--- src/rtl/vending_ctrl_gen2.sv ---
// Vending controller: one purchase per req handshake, greedy change from a coin inventory,
// rollback when change is impossible. Define VEND_REFILL_EN to add the idle-time refill port.
module vending_ctrl_gen2 #(
  parameter int unsigned CNT_W    = 3,
  parameter int unsigned IN_W     = 2,
  parameter int unsigned VAL_W    = 8,
  parameter int unsigned INIT_CNT = 2,
  parameter int unsigned COST_A   = 8,
  parameter int unsigned COST_B   = 15,
  parameter int unsigned COST_C   = 22
) (
  input  logic             clk_i,
  input  logic             reset_ni,
  input  logic             req_valid_i,
  output logic             req_ready_o,
  input  logic [1:0]       item_in_i,
  input  logic [IN_W-1:0]  coin_in_50_i,
  input  logic [IN_W-1:0]  coin_in_10_i,
  input  logic [IN_W-1:0]  coin_in_5_i,
  input  logic [IN_W-1:0]  coin_in_1_i,
  output logic [CNT_W-1:0] coin_out_50_o,
  output logic [CNT_W-1:0] coin_out_10_o,
  output logic [CNT_W-1:0] coin_out_5_o,
  output logic [CNT_W-1:0] coin_out_1_o,
  output logic [1:0]       item_out_o,
  output logic             busy_o,
  output logic             done_o,
  output logic [VAL_W-1:0] input_value_o,
  output logic             prop_ok_o
`ifdef VEND_REFILL_EN
  ,
  input  logic             refill_valid_i,
  input  logic [1:0]       refill_denom_i,
  input  logic [CNT_W-1:0] refill_num_i,
  output logic             refill_ready_o
`endif
);

  localparam int unsigned MaxCnt = (2 ** CNT_W) - 1;
  localparam int unsigned SumW   = ((CNT_W > IN_W) ? CNT_W : IN_W) + 1;

  typedef enum logic [2:0] {StIdle, StCheck, StChange, StRollback, StDone} state_e;

  // Denomination index: 0 = 50, 1 = 10, 2 = 5, 3 = 1.
  state_e             state_q;
  logic [CNT_W-1:0]   inv_q      [4];
  logic [IN_W-1:0]    coin_in_q  [4];
  logic [CNT_W-1:0]   coin_out_q [4];
  logic [1:0]         item_q;
  logic [1:0]         item_out_q;
  logic [VAL_W-1:0]   value_q;
  logic [VAL_W-1:0]   remain_q;
  logic [1:0]         denom_q;
  logic               done_q;

  logic               accept;
  logic [IN_W-1:0]    coin_in_w [4];
  logic [VAL_W-1:0]   in_value;
  logic [VAL_W-1:0]   item_cost;
  logic [VAL_W-1:0]   cur_denom;
  logic [VAL_W-1:0]   out_value;
  logic               overflow;

  function automatic logic [VAL_W-1:0] cost_of(input logic [1:0] item);
    case (item)
      2'd1:    return VAL_W'(COST_A);
      2'd2:    return VAL_W'(COST_B);
      2'd3:    return VAL_W'(COST_C);
      default: return '0;
    endcase
  endfunction

  function automatic logic [VAL_W-1:0] denom_value(input logic [1:0] d);
    case (d)
      2'd0:    return VAL_W'(50);
      2'd1:    return VAL_W'(10);
      2'd2:    return VAL_W'(5);
      default: return VAL_W'(1);
    endcase
  endfunction

  function automatic logic [VAL_W-1:0] coin_value(input logic [VAL_W-1:0] n50,
                                                  input logic [VAL_W-1:0] n10,
                                                  input logic [VAL_W-1:0] n5,
                                                  input logic [VAL_W-1:0] n1);
    return VAL_W'(50) * n50 + VAL_W'(10) * n10 + VAL_W'(5) * n5 + n1;
  endfunction

  assign coin_in_w[0] = coin_in_50_i;
  assign coin_in_w[1] = coin_in_10_i;
  assign coin_in_w[2] = coin_in_5_i;
  assign coin_in_w[3] = coin_in_1_i;

  assign accept    = (state_q == StIdle) && req_valid_i && (item_in_i != 2'b00);
  assign in_value  = coin_value(VAL_W'(coin_in_50_i), VAL_W'(coin_in_10_i),
                                VAL_W'(coin_in_5_i), VAL_W'(coin_in_1_i));
  assign item_cost = cost_of(item_q);
  assign cur_denom = denom_value(denom_q);
  assign out_value = coin_value(VAL_W'(coin_out_q[0]), VAL_W'(coin_out_q[1]),
                                VAL_W'(coin_out_q[2]), VAL_W'(coin_out_q[3]))
                     + cost_of(item_out_q);

  // Reject when accepting the inserted coins would overflow any inventory counter.
  always_comb begin
    overflow = 1'b0;
    for (int i = 0; i < 4; i++) begin
      if (SumW'(inv_q[i]) + SumW'(coin_in_q[i]) > SumW'(MaxCnt)) begin
        overflow = 1'b1;
      end
    end
  end

`ifdef VEND_REFILL_EN
  logic           refill_fire;
  logic [CNT_W:0] refill_sum;

  assign refill_ready_o = (state_q == StIdle) && !accept;
  assign refill_fire    = refill_valid_i && refill_ready_o;
  assign refill_sum     = {1'b0, inv_q[refill_denom_i]} + {1'b0, refill_num_i};
`endif

  always_ff @(posedge clk_i) begin
    if (!reset_ni) begin
      state_q    <= StIdle;
      item_q     <= '0;
      item_out_q <= '0;
      value_q    <= '0;
      remain_q   <= '0;
      denom_q    <= '0;
      done_q     <= 1'b0;
      for (int i = 0; i < 4; i++) begin
        inv_q[i]      <= CNT_W'(INIT_CNT);
        coin_in_q[i]  <= '0;
        coin_out_q[i] <= '0;
      end
    end else begin
      done_q <= 1'b0;
`ifdef VEND_REFILL_EN
      if (refill_fire) begin
        inv_q[refill_denom_i] <= (refill_sum > (CNT_W + 1)'(MaxCnt)) ? CNT_W'(MaxCnt)
                                                                     : refill_sum[CNT_W-1:0];
      end
`endif
      unique case (state_q)
        StIdle: begin
          if (accept) begin
            for (int i = 0; i < 4; i++) begin
              coin_in_q[i]  <= coin_in_w[i];
              coin_out_q[i] <= '0;
            end
            value_q    <= in_value;
            item_q     <= item_in_i;
            item_out_q <= '0;
            state_q    <= StCheck;
          end
        end
        StCheck: begin
          if (overflow || (value_q < item_cost)) begin
            for (int i = 0; i < 4; i++) begin
              coin_out_q[i] <= CNT_W'(coin_in_q[i]);
            end
            item_out_q <= '0;
            done_q     <= 1'b1;
            state_q    <= StDone;
          end else begin
            for (int i = 0; i < 4; i++) begin
              inv_q[i] <= inv_q[i] + CNT_W'(coin_in_q[i]);
            end
            remain_q   <= value_q - item_cost;
            item_out_q <= item_q;
            denom_q    <= 2'd0;
            state_q    <= StChange;
          end
        end
        StChange: begin
          if (remain_q >= cur_denom) begin
            if (inv_q[denom_q] != '0) begin
              coin_out_q[denom_q] <= coin_out_q[denom_q] + CNT_W'(1);
              inv_q[denom_q]      <= inv_q[denom_q] - CNT_W'(1);
              remain_q            <= remain_q - cur_denom;
            end else if (denom_q == 2'd3) begin
              state_q <= StRollback;
            end else begin
              denom_q <= denom_q + 2'd1;
            end
          end else if (denom_q == 2'd3) begin
            done_q  <= 1'b1;
            state_q <= StDone;
          end else begin
            denom_q <= denom_q + 2'd1;
          end
        end
        StRollback: begin
          // Undo the partial dispense and the deposit: inventory returns to its pre-request state.
          for (int i = 0; i < 4; i++) begin
            inv_q[i]      <= inv_q[i] + coin_out_q[i] - CNT_W'(coin_in_q[i]);
            coin_out_q[i] <= CNT_W'(coin_in_q[i]);
          end
          item_out_q <= '0;
          done_q     <= 1'b1;
          state_q    <= StDone;
        end
        StDone: begin
          state_q <= StIdle;
        end
        default: begin
          state_q <= StIdle;
        end
      endcase
    end
  end

  assign req_ready_o   = (state_q == StIdle);
  assign busy_o        = (state_q != StIdle);
  assign done_o        = done_q;
  assign coin_out_50_o = coin_out_q[0];
  assign coin_out_10_o = coin_out_q[1];
  assign coin_out_5_o  = coin_out_q[2];
  assign coin_out_1_o  = coin_out_q[3];
  assign item_out_o    = item_out_q;
  assign input_value_o = value_q;
  assign prop_ok_o     = (state_q != StDone) || (out_value == value_q);

endmodule

--- config.mk ---
export PLATFORM = sky130hd
export DESIGN_NAME = vending_ctrl_gen2
export DESIGN_NICKNAME = d
export VERILOG_FILES = /design/src/rtl/vending_ctrl_gen2.sv
export SDC_FILE = /design/constraint.sdc
export NUM_CORES = 1
export LEC_CHECK = 0
export BUFFER_PORTS_ARGS = -buffer_cell sky130_fd_sc_hd__buf_2
export CAP_MARGIN = 15
export CORE_ASPECT_RATIO = 0.75
export CORE_MARGIN = 10
export CORE_UTILIZATION = 40
export CTS_CLUSTER_SIZE = 28
export DETAILED_ROUTE_END_ITERATION = 16
export PLACE_DENSITY_LB_ADDON = 0.15
export SLEW_MARGIN = 0
export SYNTH_ARGS = -nofsm -noshare
export SYNTH_HDL_FRONTEND = slang
export SYNTH_SLANG_ARGS = --single-unit
export TNS_END_PERCENT = 100
--- constraint.sdc ---
create_clock -name clk_i -period 8.4 [get_ports clk_i]
set_input_delay 0.84 -clock clk_i [delete_from_list [all_inputs] [get_ports clk_i]]
set_output_delay 0.84 -clock clk_i [all_outputs]
set_load 0.03 [all_outputs]
==> flow_metrics.env <==
export IMPL_status="finished clean"
export IMPL_r2r_slack_ns=5.22
export IMPL_drc_errors=0
export IMPL_hp_class="flip-flop to flip-flop"
export IMPL_overflow=0
export IMPL_core_area_mm2=0.0131
export IMPL_routedWlPerCell_um=18.7
export IMPL_initial_utilization=0.412
export IMPL_preCtsSetupSlack_ns=3.33
export IMPL_vias_per_cell=5.42
export IMPL_whs_path_depth=2
export IMPL_final_cell_area_mm2=0.00597
export IMPL_synth_edf_count=32
export IMPL_nets=704
export IMPL_p_seq_frac=0.240
export IMPL_gp_congestion=0.913
export IMPL_crit_required_ns=7.56
export IMPL_skew_ns=0.00966
export IMPL_crit_path_top_delay_cell="fa_1"
export IMPL_powerDensity_mw_per_mm2=354
export IMPL_cts_buffers=9
export IMPL_critPathArrivalTime_ns=4.58
export IMPL_final_layout_size_suffix_gt1_frac=0.115
export IMPL_grt_max_degree=30
export IMPL_cp_cell_sequence="ha_1 > fa_1 > inv_1 > fa_1 > inv_1 > fa_1 > ha_1 > ha_1 > a21o_1 > a21oi_1 > o21ai_0 > xnor2_1 > o311ai_0 > buf_2"
export IMPL_sw_frac_of_total=0.454
export IMPL_hold_viol=0
export IMPL_dr_pass1_iters=5
export IMPL_leakagePower_nw=2.73
export IMPL_fmax_mhz=185
export IMPL_critPathMaxStageDelay_ns=0.48
export IMPL_clk_pin_slew_ns=0.05
export IMPL_diodes=0
export IMPL_endpoint_kind="output port"
export IMPL_timing_final_ws_setup_ns=2.98
export IMPL_grt_pass1_wl_mm=22.9
export IMPL_die_area_mm2=0.0186
export IMPL_cts_buffer_depth=2
export IMPL_synth_top_area_frac=0.178
export IMPL_synth_avg_cell_area_um2=9.64
export IMPL_pin_count=39
export IMPL_die_w_um=154
export IMPL_ctsHtreeMaxLevel=3
export IMPL_hpwl_mm=11.7
export IMPL_critPathKind="flip-flop to output port"
export IMPL_p_sw_w=0.000958
export IMPL_ys_seq_area_frac=0.282
export IMPL_p_clk_frac=0.162
export IMPL_r2r_start="item_q[0]"
export IMPL_cts_tree="yes"
export IMPL_critical_path_max_fanout=5
export IMPL_cts_resized=0
export IMPL_yosysTopAreaCell="edfxtp_1"
export IMPL_synth_cells=560
export IMPL_antenna_found_initial=0
export IMPL_ys_top_cells_by_count="ha_1 (74), inv_1 (73), nand2_1 (51)"
export IMPL_worstSkewPairLatency_ns=0.34
export IMPL_worst_hold_startpoint="remain_q[7]"
export IMPL_grt_usage=0.156
export IMPL_finalCritPeriodShare=0.645
export IMPL_totalWireLength_mm=14.3
export IMPL_rows=36
export IMPL_num_vias=4138
export IMPL_cts_setup_buffers=0
export IMPL_die_h_um=121
export IMPL_clock_sinks=60
export IMPL_syn_area_mm2=0.00540
export IMPL_synth_warning_count=0
export IMPL_async_reset_ff_frac=0
export IMPL_ys_flop_type="edfxtp_1"
export IMPL_internal_power_w=0.00115
export IMPL_synth_most_common_cell="ha_1"
export IMPL_post_route_util=0.456
export IMPL_crit_end="prop_ok_o"
export IMPL_synth_cell_types=61
export IMPL_crit_start="coin_out_q[1][0]"
export IMPL_critical_path_startpoint_type="flip-flop"
export IMPL_peakVddDrop_mv=0.157
export IMPL_setup_viol=0
export IMPL_cts_root_buffer="clkbuf_16"
export IMPL_r2r_cells=10
export IMPL_fin_tns_setup_ns=0
export IMPL_hold_buffers=0
export IMPL_grt_pass1_vias=4219
export IMPL_post_dp_cell_area_mm2=0.00570
export IMPL_syn_nets=676
export IMPL_r2r_end="inv_q[2][1]"
export IMPL_relSlewSlack=0.452
export IMPL_first_iter_violations=181
export IMPL_synth_area_leaders="edfxtp_1 (18%), ha_1 (17%), fa_1 (11%)"
export IMPL_ant_nets=0
export IMPL_p_comb_frac=0.598
export IMPL_fin_crit_ns=5.42
export IMPL_portBuffers=38
export IMPL_rsz0062_at_grt="no"
export IMPL_drv_cap=0
export IMPL_synthToLayoutAreaGrowth_pct=10.6
export IMPL_worst_slew_pin_slew_ns=0.819
export IMPL_fillers=1249
export IMPL_synth_ff_latch_count=60
export IMPL_slew_viol_final=0
## metrics by stage
stage,hold slack [ns],instances,power (W)
final,0.470,764,0.00211
after global routing,0.513,764,0.00231
after CTS,0.470,764,0.00213
after detailed placement,0.461,748,0.00178
after global placement,0.461,748,0.00176
after floorplan,0.438,560,0.00147
## cell type report
cell class,instances,area (um^2),area share
Timing Repair Buffer,38,190,0.0318
Multi-Input combinational cell,406,3500,0.586
Tap cell,171,214,0.0358
Clock buffer,15,268,0.0448
Clock inverter,1,7.51,0.00126
Inverter,73,274,0.0459
Sequential cell,60,1520,0.255
## layout by cell type (no fill, tap or decap), types with 5 or more instances in the layout
cell type / instances
a211oi_1: 5
xnor2_1: 32
fa_1: 29
a21oi_1: 27
clkbuf_16: 9
nand2b_1: 8
dfxtp_1: 28
mux4_2: 6
o221ai_1: 8
nand3_1: 8
and3_1: 6
o22ai_1: 5
nand2_1: 51
or2_1: 6
o21a_1: 5
nor2_1: 32
buf_2: 38
edfxtp_1: 32
xor2_1: 15
ha_1: 74
o21ai_0: 19
a21o_1: 8
inv_1: 73
## flip-flops by register name, indices dropped and copies added, names as in the netlist, 3 cells and up, named ones only
signal,flops
input_value_o,8
inv_q,12
remain_q,8
state_q,3
coin_out_q,12
coin_in_q,8
## per-layer routing
| metal | vias up | track usage | wire length, um |
|---|---|---|---|
| li1 | 1994 | - | - |
| met1 | 2003 | 0.204 | 6600 |
| met2 | 128 | 0.245 | 6390 |
| met3 | 13 | 0.0450 | 1110 |
| met4 | 0 | 0.0459 | 185 |
| met5 | - | 0 | 0 |
## power groups by stage
| stage | sequential (W) | clock [W] | combinational (W) |
|---|---|---|---|
| finish | 0.000507 | 0.000343 | 0.00126 |
| detailed placement | 0.000512 | 0 | 0.00127 |
| global route | 0.000518 | 0.000363 | 0.00143 |
| floorplan | 0.000513 | 0 | 0.000953 |
| CTS | 0.000507 | 0.000349 | 0.00128 |
| global placement | 0.000510 | 0 | 0.00125 |
## cell families (layout without fill, tap and decap cells)
kind of cell | count (synthesis) | in the layout | synth area share
compound gates | 107 | 107 | 0.136
xor+xnor | 47 | 47 | 0.0762
fa+ha+maj | 103 | 103 | 0.279
buf+inv | 94 | 127 | 0.0702
flops | 60 | 60 | 0.282
mux | 10 | 10 | 0.0324
simple gates | 139 | 139 | 0.125
## worst min path at each step
stage,end,slack (ns)
after floorplan,remain_q[0],0.44
after global placement,remain_q[7],0.46
after detailed placement,remain_q[7],0.46
after CTS,remain_q[7],0.47
after global routing,remain_q[0],0.51
final,remain_q[7],0.47
## worst max-delay path, delay by kind of cell (launching register included)
family                   cells  cell delay [ns]
flip-flops                   1             0.47
adder cells (fa/ha/maj)      6             2.39
buffers and inverters        3             0.37
AO/OA/AOI/OAI                4             0.86
XOR/XNOR                     1             0.14
No activity file was read; power rests on OpenSTA's default activity.
